===== src/rtl/neo_coin_io_pkg.sv =====
// Shared types and helpers for the coin counter / lockout / G-latch block.
package neo_coin_io_pkg;

  typedef enum logic [1:0] {
    IDLE = 2'd0,
    ON   = 2'd1,
    OFF  = 2'd2
  } meter_state_t;

  localparam logic SEL_COUNTER = 1'b0;
  localparam logic SEL_LOCKOUT = 1'b1;

  // One 68K access as captured alongside the strobe synchroniser.
  typedef struct packed {
    logic       a7;
    logic [2:0] addr;
  } coin_req_t;

  function automatic logic [15:0] rotl(input logic [15:0] v, input logic [3:0] n);
    return (v << n) | (v >> (5'd16 - {1'b0, n}));
  endfunction

endpackage


===== src/rtl/neo_coin_meter.sv =====
// One coin channel: either a plain level latch or a queued, timed meter pulser.
module neo_coin_meter
  import neo_coin_io_pkg::*;
#(
  parameter int PULSE_MODE = 1,
  parameter int PULSE_ON   = 16,
  parameter int PULSE_OFF  = 16,
  parameter int PEND_W     = 3
) (
  input  logic CLK,
  input  logic nRESET,
  input  logic wr_cnt,
  input  logic dat,
  output logic counter,
  output logic dropped
);

  generate
    if (PULSE_MODE == 0) begin : g_level
      always_ff @(posedge CLK) begin
        if (!nRESET)     counter <= 1'b0;
        else if (wr_cnt) counter <= dat;
      end
      assign dropped = 1'b0;
    end else begin : g_pulse
      localparam int PMAX = (PULSE_ON > PULSE_OFF) ? PULSE_ON : PULSE_OFF;
      localparam int TW   = (PMAX > 1) ? $clog2(PMAX) : 1;
      localparam logic [TW-1:0]     T_ON     = TW'(PULSE_ON - 1);
      localparam logic [TW-1:0]     T_OFF    = TW'(PULSE_OFF - 1);
      localparam logic [PEND_W-1:0] PEND_MAX = '1;

      meter_state_t      state;
      logic [TW-1:0]     tmr;
      logic [PEND_W-1:0] pend;
      logic              inc, take, tmr_zero;

      assign inc      = wr_cnt & dat;
      assign tmr_zero = (tmr == '0);
      assign take     = (pend != '0) && ((state == IDLE) || ((state == OFF) && tmr_zero));

      // Increment and consume together cancel, so saturation is only judged
      // when the count would actually grow.
      always_ff @(posedge CLK) begin
        if (!nRESET) begin
          pend    <= '0;
          dropped <= 1'b0;
        end else if (inc && !take) begin
          if (pend == PEND_MAX) dropped <= 1'b1;
          else                  pend    <= pend + PEND_W'(1);
        end else if (take && !inc) begin
          pend <= pend - PEND_W'(1);
        end
      end

      always_ff @(posedge CLK) begin
        if (!nRESET) begin
          state   <= IDLE;
          tmr     <= '0;
          counter <= 1'b0;
        end else begin
          case (state)
            IDLE: if (take) begin
              state   <= ON;
              tmr     <= T_ON;
              counter <= 1'b1;
            end
            ON: if (tmr_zero) begin
              state   <= OFF;
              tmr     <= T_OFF;
              counter <= 1'b0;
            end else begin
              tmr <= tmr - TW'(1);
            end
            OFF: if (tmr_zero) begin
              if (take) begin
                state   <= ON;
                tmr     <= T_ON;
                counter <= 1'b1;
              end else begin
                state <= IDLE;
              end
            end else begin
              tmr <= tmr - TW'(1);
            end
            default: begin
              state   <= IDLE;
              counter <= 1'b0;
            end
          endcase
        end
      end
    end
  endgenerate

endmodule


===== src/rtl/neo_coin_io.sv =====
// Coin counter/lockout write decode plus the rotated P-bus G capture, all on CLK.
module neo_coin_io
  import neo_coin_io_pkg::*;
#(
  parameter int CHANNELS   = 2,
  parameter int PULSE_MODE = 1,
  parameter int PULSE_ON   = 16,
  parameter int PULSE_OFF  = 16,
  parameter int PEND_W     = 3,
  parameter int G_ROT      = 4
) (
  input  logic                CLK,
  input  logic                nRESET,
  input  logic                nCOUNTOUT,
  input  logic [2:0]          M68K_ADDR,
  input  logic                M68K_ADDR_7,
  input  logic [15:0]         PBUS,
  input  logic                PCK2B,
  output logic [CHANNELS-1:0] COUNTER,
  output logic [CHANNELS-1:0] LOCKOUT,
  output logic [CHANNELS-1:0] DROPPED,
  output logic [15:0]         G
);

  localparam logic [3:0] ROT = 4'(G_ROT);

  // Strobe synchroniser; bit 2 is the previous synchronised value for edge detect.
  logic [2:0]            cnt_sync;
  logic [1:0][3:0]       req_pipe;
  coin_req_t             req;
  logic                  wr, wr_sel;
  logic [1:0]            wr_ch;
  logic [CHANNELS-1:0]   wr_cnt;

  always_ff @(posedge CLK) begin
    if (!nRESET) begin
      cnt_sync <= '0;
      req_pipe <= '0;
    end else begin
      cnt_sync <= {cnt_sync[1:0], nCOUNTOUT};
      req_pipe <= {req_pipe[0], {M68K_ADDR_7, M68K_ADDR}};
    end
  end

  // Address travels with the strobe so WR sees the values at its falling edge.
  assign req    = coin_req_t'(req_pipe[1]);
  assign wr     = cnt_sync[2] & ~cnt_sync[1];
  assign wr_ch  = {req.addr[2], req.addr[0]};
  assign wr_sel = req.addr[1];

  always_comb begin
    wr_cnt = '0;
    for (int i = 0; i < CHANNELS; i++)
      wr_cnt[i] = wr && (wr_sel == SEL_COUNTER) && (wr_ch == 2'(i));
  end

  always_ff @(posedge CLK) begin
    if (!nRESET) begin
      LOCKOUT <= '0;
    end else if (wr && (wr_sel == SEL_LOCKOUT)) begin
      for (int i = 0; i < CHANNELS; i++)
        if (wr_ch == 2'(i)) LOCKOUT[i] <= req.a7;
    end
  end

  neo_coin_meter #(
    .PULSE_MODE (PULSE_MODE),
    .PULSE_ON   (PULSE_ON),
    .PULSE_OFF  (PULSE_OFF),
    .PEND_W     (PEND_W)
  ) u_meter [CHANNELS-1:0] (
    .CLK     (CLK),
    .nRESET  (nRESET),
    .wr_cnt  (wr_cnt),
    .dat     (req.a7),
    .counter (COUNTER),
    .dropped (DROPPED)
  );

  // PBUS is delayed to match the PCK2B synchroniser so the captured word
  // is the one present at the capture edge.
  logic [2:0]       pck_sync;
  logic [1:0][15:0] pbus_pipe;

  always_ff @(posedge CLK) begin
    if (!nRESET) begin
      pck_sync  <= '0;
      pbus_pipe <= '0;
      G         <= '0;
    end else begin
      pck_sync  <= {pck_sync[1:0], PCK2B};
      pbus_pipe <= {pbus_pipe[0], PBUS};
      if (pck_sync[1] && !pck_sync[2]) G <= rotl(pbus_pipe[1], ROT);
    end
  end

endmodule


===== config.mk =====
export PLATFORM = sky130hd
export DESIGN_NAME = neo_coin_io
export DESIGN_NICKNAME = d
export VERILOG_FILES = /design/src/rtl/neo_coin_io_pkg.sv /design/src/rtl/neo_coin_meter.sv /design/src/rtl/neo_coin_io.sv
export SDC_FILE = /design/constraint.sdc
export NUM_CORES = 1
export LEC_CHECK = 0
export BUFFER_PORTS_ARGS = -buffer_cell sky130_fd_sc_hd__buf_2
export CAP_MARGIN = 20
export CORE_MARGIN = 10
export CORE_UTILIZATION = 56
export CTS_CLUSTER_DIAMETER = 100
export DETAILED_ROUTE_END_ITERATION = 16
export GPL_ROUTABILITY_DRIVEN = 0
export HOLD_SLACK_MARGIN = 0.1
export PLACE_DENSITY_LB_ADDON = 0.2
export SLEW_MARGIN = 20
export SYNTH_ARGS = -nofsm -noshare
export SYNTH_HDL_FRONTEND = slang
export SYNTH_SLANG_ARGS = --single-unit

===== constraint.sdc =====
create_clock -name CLK -period 2.44 [get_ports CLK]
set_input_delay 0.244 -clock CLK [delete_from_list [all_inputs] [get_ports CLK]]
set_output_delay 0.244 -clock CLK [all_outputs]
set_load 0.005 [all_outputs]

==> flow_metrics.py, run 1 <==
metrics = {
    "run_status": {
        "status": "finished clean",
    },
    "detailed_routing": {
        "drcViolationCount": 0,
        "routed.top_layer": "met4",
        "routed_wl_mm": 6.08,
        "viasPerCell": 5.05,
        "drt_iter0_markers": 58,
        "vias": 2437,
        "drt_pass1_iterations": 4,
        "wl_met3_um": 233,
        "routed-wl-met2_mm": 3.12,
        "wl_met1_mm": 2.64,
        "final_antenna_net_count": 0,
        "routedWlPerCell_um": 12.6,
    },
    "global_routing": {
        "grt_pass1_wl_mm": 10.3,
        "grt_pass1_vias": 2365,
        "grt_max_degree": 44,
        "gr-total-overflow": 0,
        "grtUsageTotal_pct": 12.9,
        "grt_antenna_before_repair": 0,
    },
    "layout": {
        "drive_gt1_share_pct": 20.8,
        "final_cell_mix": "86 x dfxtp_1, 45 x nand2_1, 45 x and2_1, 45 x buf_2, 25 x a21oi_1",
        "antenna_cells": 0,
        "layout.core_utilization_pct": 67.9,
        "synthToLayoutAreaGrowth_pct": 19.2,
        "fin_nets": 439,
        "fill_cells": 464,
        "layout_commonest_cell": "dfxtp_1",
    },
    "synth": {
        "yosysWarnings": 0,
        "seq_area_frac_synth_pct": 51.7,
        "ys_seq_elements": 86,
        "syn-instance-count": 343,
        "synth_area_leaders": "dfxtp_1 52%, and2_1 8.4%, nand2_1 5.1%",
        "yosysUniqueCellTypes": 46,
        "yosys.area.top_type_share_pct": 51.7,
        "dominantRegCellSynth": "dfxtp_1",
        "syn_nets": 379,
        "yosysTopAreaCell": "dfxtp_1",
        "async_reset_ff_share_pct": 0,
        "synth_edf_count": 0,
        "synth_area_um2": 3330,
        "post_synth.cell_area_avg_um2": 9.71,
    },
    "power": {
        "power_mw": 3.97,
        "p_leak_nw": 1.72,
        "ir_drop_v": 0.000664,
        "power.density_nw_per_um2": 1000,
    },
    "die": {
        "fp.dieArea_um2": 9440,
        "ioPinCount": 46,
        "initial_core_util_pct": 57.0,
        "die_x_um": 97.1,
        "coreArea_um2": 5850,
        "fp.dieH_um": 97.1,
        "row_count": 28,
    },
    "critical_path": {
        "r2r_slack_ns": 0.16,
        "rr_worst_depth": 9,
        "crit_path_max_incr_delay_ns": 0.44,
        "cp_data_required_time_ns": 2.72,
        "worstReg2RegEnd": "u_meter[1].g_pulse.pend[2]",
        "crit_chain": "inv_1 > ha_1 > nor3b_4 > o211ai_4 > nand2_1 > fa_1 > or4b_1 > mux2i_1 > mux2i_1",
        "worstSetupPathType": "register to register",
        "cpMostUsedCell": "mux2i_1",
        "crit_path_top_delay_cell": "or4b_1",
        "crit_path_max_fanout": 7,
        "worstReg2RegStart": "u_meter[1].g_pulse.tmr[0]",
        "worstPathArrival_ns": 2.56,
        "critical_path.startpoint_type": "register",
        "end_kind": "register",
    },
    "sta": {
        "fin_tns_setup_ns": 0,
        "slew_violations": 0,
        "fmax_ghz": 0.439,
        "period_needed_ns": 2.28,
        "hold_violations": 0,
        "finalCritPeriodShare_pct": 93.4,
        "rsz0062_at_grt": "false",
        "tightest_slew_ns": 0.616,
        "finClkSkew_ns": 0.00772,
        "setup_viol": 0,
        "slew_headroom_pct": 59.0,
    },
    "worst_hold_path": {
        "min_to": "pck_sync[0]",
        "min_from": "PCK2B",
        "hp-class": "primary input to register",
        "hold_depth": 2,
    },
    "clocking": {
        "cts-buffers-inserted": 9,
        "cts_root_buffer": "clkbuf_8",
        "ctsHtreeMaxLevel": 3,
        "clock_path_buffers": 2,
        "insertion_delay_ns": 0.34,
        "cts_tree": "yes",
        "clk_pin_slew_ns": 0.09,
        "cts_sinks": 86,
    },
    "placed_design": {
        "hpwl_mm": 4.06,
        "numPortBuffers": 45,
    },
    "job": {
        "drv_cap": 0,
    },
}
-- report_power, final --
group / switching, mW / leakage (nW) / total (mW) / internal (mW)
clock network: 0.514 / 0.0950 / 0.928 / 0.413
registers: 0.147 / 0.707 / 1.72 / 1.57
logic: 0.647 / 0.920 / 1.33 / 0.679
total: 1.31 / 1.72 / 3.97 / 2.66
-- flip-flops by register name (all words and copies together) (netlist names) --
| register | flops |
|---|---|
| req | 4 |
| u_meter.g_pulse.pend | 6 |
| G | 16 |
| u_meter.g_pulse.state | 4 |
| u_meter.counter | 2 |
| pck_sync | 3 |
| cnt_sync | 3 |
| pbus_pipe | 32 |
| LOCKOUT | 2 |
| u_meter.g_pulse.tmr | 8 |
| req_pipe | 4 |
| u_meter.dropped | 2 |
-- cell type report --
| cell class | instances | area (um^2) | share of cell area [%] |
|---|---|---|---|
| Clock buffer | 10 | 138 | 3.46 |
| Clock inverter | 6 | 53.8 | 1.35 |
| Inverter | 13 | 48.8 | 1.23 |
| Multi-Input combinational cell | 225 | 1470 | 37.1 |
| Sequential cell | 86 | 1720 | 43.3 |
| Tap cell | 75 | 93.8 | 2.36 |
| Timing Repair Buffer | 68 | 443 | 11.1 |
-- critical path: cells and delay by family (launching register included) --
kind,cells,cell delay (ns)
buffers and inverters,1,0.06
muxes,2,0.37
AOI/OAI and AO/OA,1,0.15
adders and majority gates,2,0.43
DFF,1,0.35
and+or+nand+nor,3,0.86
-- stage by stage --
step / area (um^2) / hold slack [ns] / setup WS [ns] / std cells
2_1_floorplan: 3330 / 0.371 / 0.305 / 343
3_3_place_gp: 3580 / 0.413 / 0.214 / 447
3_5_place_dp: 3580 / 0.419 / 0.118 / 447
4_1_cts: 3940 / 0.101 / 0.0895 / 480
5_1_grt: 3970 / 0.102 / 0.00545 / 483
6_report: 3970 / 0.116 / 0.161 / 483
-- worst max-delay path by stage --
stage,start,to,slack [ns]
finish,u_meter[1].g_pulse.tmr[0],u_meter[1].g_pulse.pend[2],0.16
global route,u_meter[1].g_pulse.state[0],u_meter[1].g_pulse.pend[2],0.005
floorplan,u_meter[1].g_pulse.state[0],u_meter[1].g_pulse.pend[2],0.30
global placement,u_meter[1].g_pulse.tmr[0],u_meter[1].g_pulse.pend[2],0.21
detailed placement,u_meter[1].g_pulse.tmr[0],u_meter[1].g_pulse.pend[2],0.12
CTS,u_meter[1].g_pulse.tmr[0],u_meter[1].g_pulse.pend[2],0.09
-- kinds of logic (layout without fill, tap and decap cells) --
kind of cell | after synthesis | after routing | share of synthesized area, %
mux | 14 | 14 | 4.36
flops | 86 | 86 | 51.7
simple gates | 141 | 141 | 22.5
compound gates | 58 | 58 | 12.2
buf+inv | 32 | 97 | 4.28
fa+ha+maj | 12 | 12 | 4.96
-- cells in the mapped netlist (2+ instances only) --
cell      number
dfxtp_1       86
and2_1        45
nand2_1       45
a21oi_1       25
nor2_1        17
clkbuf_1      14
mux2i_1       13
inv_1         12
ha_1          10
nand2b_1       7
o221a_2        7
buf_4          4
a211oi_1       3
a31oi_1        3
and3_1         3
nor3_1         3
o21ai_0        3
o21bai_1       3
o22ai_1        3
or2_2          3
or3_1          3
fa_1           2
nand3_1        2
nor2b_1        2
nor3b_1        2
or3b_2         2
or4b_1         2
-- timing repair --
action / in CTS / in global routing
hold endpoints to repair: 17 / 1
hold buffers: 17 / 1
resized for setup: 0 / 1
setup endpoints to repair: 0 / 1
buffers inserted: 0 / 2
-- layer usage --
metal | global-route usage (%) | vias up
met4 | 6.47 | 0
met5 | 0 | -
li1 | - | 1272
met3 | 3.84 | 8
met1 | 13.1 | 1119
met2 | 23.4 | 38
No activity file was read; power rests on OpenSTA's default activity.
==> run 2, diff against run 1 <==
--- a/config.mk
+++ b/config.mk
@@ -8,7 +8,7 @@
 export BUFFER_PORTS_ARGS = -buffer_cell sky130_fd_sc_hd__buf_2
 export CAP_MARGIN = 20
 export CORE_MARGIN = 10
-export CORE_UTILIZATION = 56
+export CORE_UTILIZATION = 57
 export CTS_CLUSTER_DIAMETER = 100
 export DETAILED_ROUTE_END_ITERATION = 16
 export GPL_ROUTABILITY_DRIVEN = 0
@@ -17,4 +17,5 @@
 export SLEW_MARGIN = 20
 export SYNTH_ARGS = -nofsm -noshare
 export SYNTH_HDL_FRONTEND = slang
+export SYNTH_HIERARCHICAL = 1
 export SYNTH_SLANG_ARGS = --single-unit
==> flow_metrics.py, run 2 <==
metrics = {
    "run_status": {
        "status": "finished clean",
    },
    "detailed_routing": {
        "viasPerCell": 5.12,
        "vias": 2586,
        "routed_wl_mm": 6.73,
        "drt_iter0_markers": 119,
        "routedWlPerCell_um": 13.3,
        "final_antenna_net_count": 0,
        "drcViolationCount": 0,
        "drt_pass1_iterations": 5,
    },
    "critical_path": {
        "r2r_slack_ns": 0.15,
        "cp_data_required_time_ns": 2.73,
        "startpoint": "u_meter[1]/g_pulse.state[0]",
        "rr_worst_depth": 9,
        "crit_chain": "inv_1 > ha_1 > o32ai_1 > a21o_2 > nand2_1 > fa_1 > and3_1 > mux2i_1 > mux2i_1",
        "endpoint": "u_meter[1]/g_pulse.pend[2]",
        "path_buf_inv": 1,
        "crit_path_max_incr_delay_ns": 0.42,
        "path_depth": 9,
        "worstReg2RegEnd": "u_meter[1]/g_pulse.pend[2]",
        "end_kind": "register",
        "worstPathArrival_ns": 2.57,
        "crit_path_max_fanout": 5,
        "path_delay_family": "adder cells",
        "crit_path_top_delay_cell": "dfxtp_1",
        "worstSetupPathType": "register to register",
        "cpMostUsedCell": "mux2i_1",
        "worstReg2RegStart": "u_meter[1]/g_pulse.state[0]",
        "critical_path.startpoint_type": "register",
    },
    "clocking": {
        "cts_sinks": 86,
        "clk_pin_slew_ns": 0.09,
        "clock_path_buffers": 2,
        "cts-buffers-inserted": 9,
        "ctsHtreeMaxLevel": 3,
        "cts_tree": "yes",
        "insertion_delay_ns": 0.35,
        "cts_root_buffer": "clkbuf_8",
    },
    "layout": {
        "drive_gt1_share_pct": 23.3,
        "stdcell_area_um2": 4200,
        "largest_reg_flops": 32,
        "fin_nets": 463,
        "largest_register": "pbus_pipe",
        "final_cell_mix": "86 x dfxtp_1, 46 x and2_1, 45 x buf_2",
        "antenna_cells": 0,
        "synthToLayoutAreaGrowth_pct": 18.4,
        "layout_commonest_cell": "dfxtp_1",
        "largest_registers": "pbus_pipe (32), G (16), u_meter/g_pulse.tmr (8)",
    },
    "synth": {
        "seq_area_frac_synth_pct": 48.6,
        "syn-instance-count": 360,
        "yosys.area.top_type_share_pct": 48.6,
        "synth_edf_count": 0,
        "dominantRegCellSynth": "dfxtp_1",
        "yosys.cell_count.top_type": "dfxtp_1",
        "synth_area_leaders": "dfxtp_1 49%, and2_1 8.1%, nand2_1 4.7%",
        "post_synth.cell_area_avg_um2": 9.84,
        "synth_common_cells": "86 x dfxtp_1, 46 x and2_1, 44 x nand2_1",
        "syn_nets": 398,
        "yosysWarnings": 6,
        "yosysUniqueCellTypes": 47,
        "synth_area_um2": 3540,
        "ys_seq_elements": 86,
        "yosysTopAreaCell": "dfxtp_1",
        "async_reset_ff_share_pct": 0,
    },
    "placed_design": {
        "dpl_cell_area_um2": 3800,
        "numPortBuffers": 45,
        "hpwl_mm": 4.43,
    },
    "sta": {
        "hold_violations": 0,
        "slew_violations": 0,
        "rsz0062_at_grt": "false",
        "slew_headroom_pct": 47.8,
        "finalCritPeriodShare_pct": 93.7,
        "fin_tns_setup_ns": 0,
        "fmax_ghz": 0.437,
        "tightest_slew_ns": 0.783,
        "finClkSkew_ns": 0.00873,
        "period_needed_ns": 2.29,
        "setup_viol": 0,
    },
    "die": {
        "initial_core_util_pct": 59.1,
        "fp.dieArea_um2": 9770,
        "fp.dieH_um": 98.8,
        "ioPinCount": 46,
        "coreArea_um2": 5990,
        "row_count": 28,
        "die_x_um": 98.8,
    },
    "job": {
        "drv_cap": 0,
    },
    "power": {
        "p_leak_nw": 1.81,
        "power.density_nw_per_um2": 1010,
        "ir_drop_v": 0.000531,
    },
    "worst_hold_path": {
        "hp-class": "primary input to register",
    },
    "global_routing": {
        "gr-total-overflow": 0,
        "grtUsageTotal_pct": 14.1,
        "grt_pass1_wl_mm": 11.6,
        "grt_antenna_before_repair": 0,
        "grt_pass1_vias": 2549,
        "grt_max_degree": 43,
    },
}
## run 2: logic make-up after synthesis
family                   share of synthesized area [%]
AO/OA/AOI/OAI                                     15.6
buffers and inverters                             4.24
AND/OR/NAND/NOR                                   22.0
flip-flops                                        48.6
multiplexers                                      4.17
adder cells (fa/ha/maj)                           5.37
## run 2: layer usage
metal | vias up | track usage, % | wire, um
met2 | 61 | 23.1 | 3290
met4 | 0 | 5.62 | 62
met1 | 1181 | 16.6 | 3070
li1 | 1335 | - | -
met5 | - | 0 | 0
met3 | 9 | 4.75 | 302
## run 2: per-stage QoR
step                std cells  power [mW]  hold slack, ns  worst slack [ns]  utilization [%]
CTS                       505        4.23           0.102             0.132             69.9
global placement          470        3.16           0.414             0.301             63.5
floorplan                 360        2.93           0.371             0.376                -
detailed placement        470        3.21           0.418             0.179             63.5
global route              505        4.52           0.105           0.00385             70.1
finish                    505        4.24           0.116             0.153             70.1
## run 2: how the worst min path moves through the flow
| stage | start | end | slack (ns) | depth (start not counted) |
|---|---|---|---|---|
| after global placement | pbus_pipe[14] | pbus_pipe[30] | 0.41 | 1 |
| after floorplan | nCOUNTOUT | cnt_sync[0] | 0.37 | 1 |
| after detailed placement | pck_sync[0] | pck_sync[1] | 0.42 | 1 |
| after CTS | PBUS[10] | pbus_pipe[10] | 0.10 | 2 |
| final | PBUS[10] | pbus_pipe[10] | 0.12 | 2 |
| after global routing | PBUS[10] | pbus_pipe[10] | 0.10 | 2 |
## run 2: cell type report
cell class                 instances  area, um^2
clock inverter                     6        68.8
fill                             468        1790
timing repair buffer              67         438
multi-input combinational        243        1680
inverter                          18        67.6
clock buffer                      10         128
sequential                        86        1720
tap                               75        93.8
## run 2: worst reg2reg max path, delay by kind of cell (launching register included)
kind	cells	cell delay (ns)
AO/OA/AOI/OAI	2	0.49
flip-flops	1	0.42
adder cells (fa/ha/maj)	2	0.66
buffers and inverters	1	0.09
multiplexers	2	0.34
AND/OR/NAND/NOR	2	0.24
## run 2: repair_timing
| item | in CTS | in global routing |
|---|---|---|
| endpoints found under the setup margin | 0 | 1 |
| hold buffers | 19 | 0 |
| hold endpoints to repair | 19 | 0 |
| resized for setup | 0 | 1 |
| setup buffers | 0 | 0 |
## run 2: where the power goes
part	internal (mW)	leakage, nW	switching (mW)
logic	0.726	1.00	0.769
registers	1.57	0.707	0.175
clock network	0.481	0.0973	0.517
total	2.78	1.81	1.46
==> run 3, diff against run 2 <==
--- a/config.mk
+++ b/config.mk
@@ -7,8 +7,10 @@
 export LEC_CHECK = 0
 export BUFFER_PORTS_ARGS = -buffer_cell sky130_fd_sc_hd__buf_2
 export CAP_MARGIN = 20
+export CELL_PAD_IN_SITES_DETAIL_PLACEMENT = 1
+export CELL_PAD_IN_SITES_GLOBAL_PLACEMENT = 1
 export CORE_MARGIN = 10
-export CORE_UTILIZATION = 57
+export CORE_UTILIZATION = 28
 export CTS_CLUSTER_DIAMETER = 100
 export DETAILED_ROUTE_END_ITERATION = 16
 export GPL_ROUTABILITY_DRIVEN = 0
==> flow_metrics.py, run 3 (synthesized netlist as in run 2, its figures left out) <==
metrics = {
    "layout": {
        "layout.core_utilization_pct": 34.2,
        "stdcell_count": 584,
        "stdcell_area_um2": 4280,
        "drive_gt1_share_pct": 24.8,
        "antenna_cells": 0,
        "fin_nets": 445,
        "largest_reg_flops": 32,
        "synthToLayoutAreaGrowth_pct": 20.8,
        "fill_cells": 1461,
        "largest_register": "pbus_pipe",
        "final_cell_mix": "86 x dfxtp_1, 46 x and2_1, 45 x buf_2",
        "largest_registers": "pbus_pipe (32), G (16), u_meter/g_pulse.tmr (8)",
        "layout_commonest_cell": "dfxtp_1",
    },
    "clocking": {
        "cts_resized": 0,
        "cts_sinks": 86,
        "post_cts_buffers": 0,
        "ctsHtreeMaxLevel": 3,
        "cts_tree": "yes",
        "insertion_delay_ns": 0.33,
        "cts_root_buffer": "clkbuf_16",
        "clk_pin_slew_ns": 0.06,
        "cts-buffers-inserted": 9,
        "cts_hold_buf": 0,
        "clock_path_buffers": 2,
    },
    "sta": {
        "hold_violations": 0,
        "setup_ws_ns": 0.163,
        "fin_tns_setup_ns": 0,
        "slew_violations": 0,
        "period_needed_ns": 2.28,
        "setup_viol": 0,
        "finalHoldWorstSlack_ns": 0.116,
        "fmax_ghz": 0.439,
        "finalCritPeriodShare_pct": 93.3,
        "finClkSkew_ns": 0.00496,
        "tightest_slew_ns": 0.780,
        "rsz0062_at_grt": "false",
        "slew_headroom_pct": 48.0,
    },
    "detailed_routing": {
        "routed_wl_mm": 7.54,
        "vias": 2556,
        "drt_pass1_iterations": 4,
        "viasPerCell": 4.38,
        "wl_met1_mm": 3.74,
        "wl_met3_um": 290,
        "routedWlPerCell_um": 12.9,
        "final_antenna_net_count": 0,
        "routed.top_layer": "met4",
        "drt_iter0_markers": 113,
        "drcViolationCount": 0,
        "routed-wl-met2_mm": 3.41,
    },
    "power": {
        "switching_share_pct": 32.7,
        "p_int_mw": 3.21,
        "p_sw_mw": 1.56,
        "p_leak_nw": 1.80,
        "ir_drop_v": 0.000374,
        "clkPwrFrac_pct": 30.7,
        "power.density_nw_per_um2": 1110,
        "power_mw": 4.77,
        "power.sequential.fraction_pct": 36.8,
        "p_comb_share_pct": 32.5,
    },
    "global_routing": {
        "grt_max_degree": 57,
        "gr-total-overflow": 0,
        "grt_antenna_before_repair": 0,
        "grtUsageTotal_pct": 8.82,
        "grt_pass1_wl_mm": 13.0,
        "grt_pass1_vias": 2626,
    },
    "critical_path": {
        "crit_path_max_fanout": 5,
        "crit_path_max_incr_delay_ns": 0.43,
        "critical_path.startpoint_type": "register",
        "path_depth": 9,
        "path_delay_family": "adder cells",
        "cpMostUsedCell": "mux2i_1",
        "worstSetupPathType": "register to register",
        "crit_path_top_delay_cell": "dfxtp_1",
        "r2r_slack_ns": 0.16,
        "worstPathArrival_ns": 2.54,
        "crit_chain": "inv_1 > ha_1 > o32ai_2 > a21o_2 > nand2_1 > fa_1 > and3_1 > mux2i_1 > mux2i_1",
        "startpoint": "u_meter[1]/g_pulse.state[0]",
        "endpoint": "u_meter[1]/g_pulse.pend[2]",
        "end_kind": "register",
        "worstReg2RegEnd": "u_meter[1]/g_pulse.pend[2]",
        "cp_data_required_time_ns": 2.70,
        "rr_worst_depth": 9,
        "worstReg2RegStart": "u_meter[1]/g_pulse.state[0]",
        "path_buf_inv": 1,
    },
    "placed_design": {
        "dpl_cell_area_um2": 3940,
        "dp_slack_ns": 0.122,
        "numPlacedInstances": 568,
        "hpwl_mm": 5.40,
        "numPortBuffers": 45,
    },
    "die": {
        "row_count": 41,
        "ioPinCount": 46,
        "coreArea_um2": 12500,
        "die_x_um": 132,
        "fp.dieArea_um2": 17600,
        "fp.dieH_um": 132,
        "initial_core_util_pct": 28.3,
    },
    "worst_hold_path": {
        "hp-class": "primary input to register",
    },
    "job": {
        "drv_cap": 0,
    },
    "run_status": {
        "status": "finished clean",
    },
}
==> run 3: worst min-delay path by stage <==
stage	from	end	slack, ns	cells after the start
floorplan	nCOUNTOUT	cnt_sync[0]	0.37	1
global placement	req_pipe[3]	req[3]	0.42	1
detailed placement	pbus_pipe[0]	pbus_pipe[16]	0.42	1
CTS	PBUS[6]	pbus_pipe[6]	0.10	2
global route	PBUS[9]	pbus_pipe[9]	0.10	2
finish	PBUS[13]	pbus_pipe[13]	0.12	2
==> run 3: power groups by stage <==
stage	logic, mW	clock network (mW)	registers [mW]
after detailed placement	1.53	0	1.78
after global placement	1.48	0	1.78
final	1.55	1.47	1.76
after floorplan	1.20	0	1.73
after CTS	1.54	1.52	1.75
after global routing	1.74	1.59	1.80
==> run 3: area by class of cell <==
class / count / area, um^2 / share of cell area [%]
Sequential cell: 86 / 1720 / 40.2
Clock buffer: 10 / 229 / 5.35
Clock inverter: 6 / 93.8 / 2.19
Multi-Input combinational cell: 243 / 1690 / 39.4
Inverter: 18 / 67.6 / 1.58
Tap cell: 172 / 215 / 5.03
Timing Repair Buffer: 49 / 268 / 6.25
==> run 3: metal layers <==
metal | vias up | global-route usage [%]
li1 | 1301 | -
met1 | 1210 | 11.2
met2 | 38 | 13.4
met3 | 7 | 2.88
met4 | 0 | 3.73
met5 | - | 0
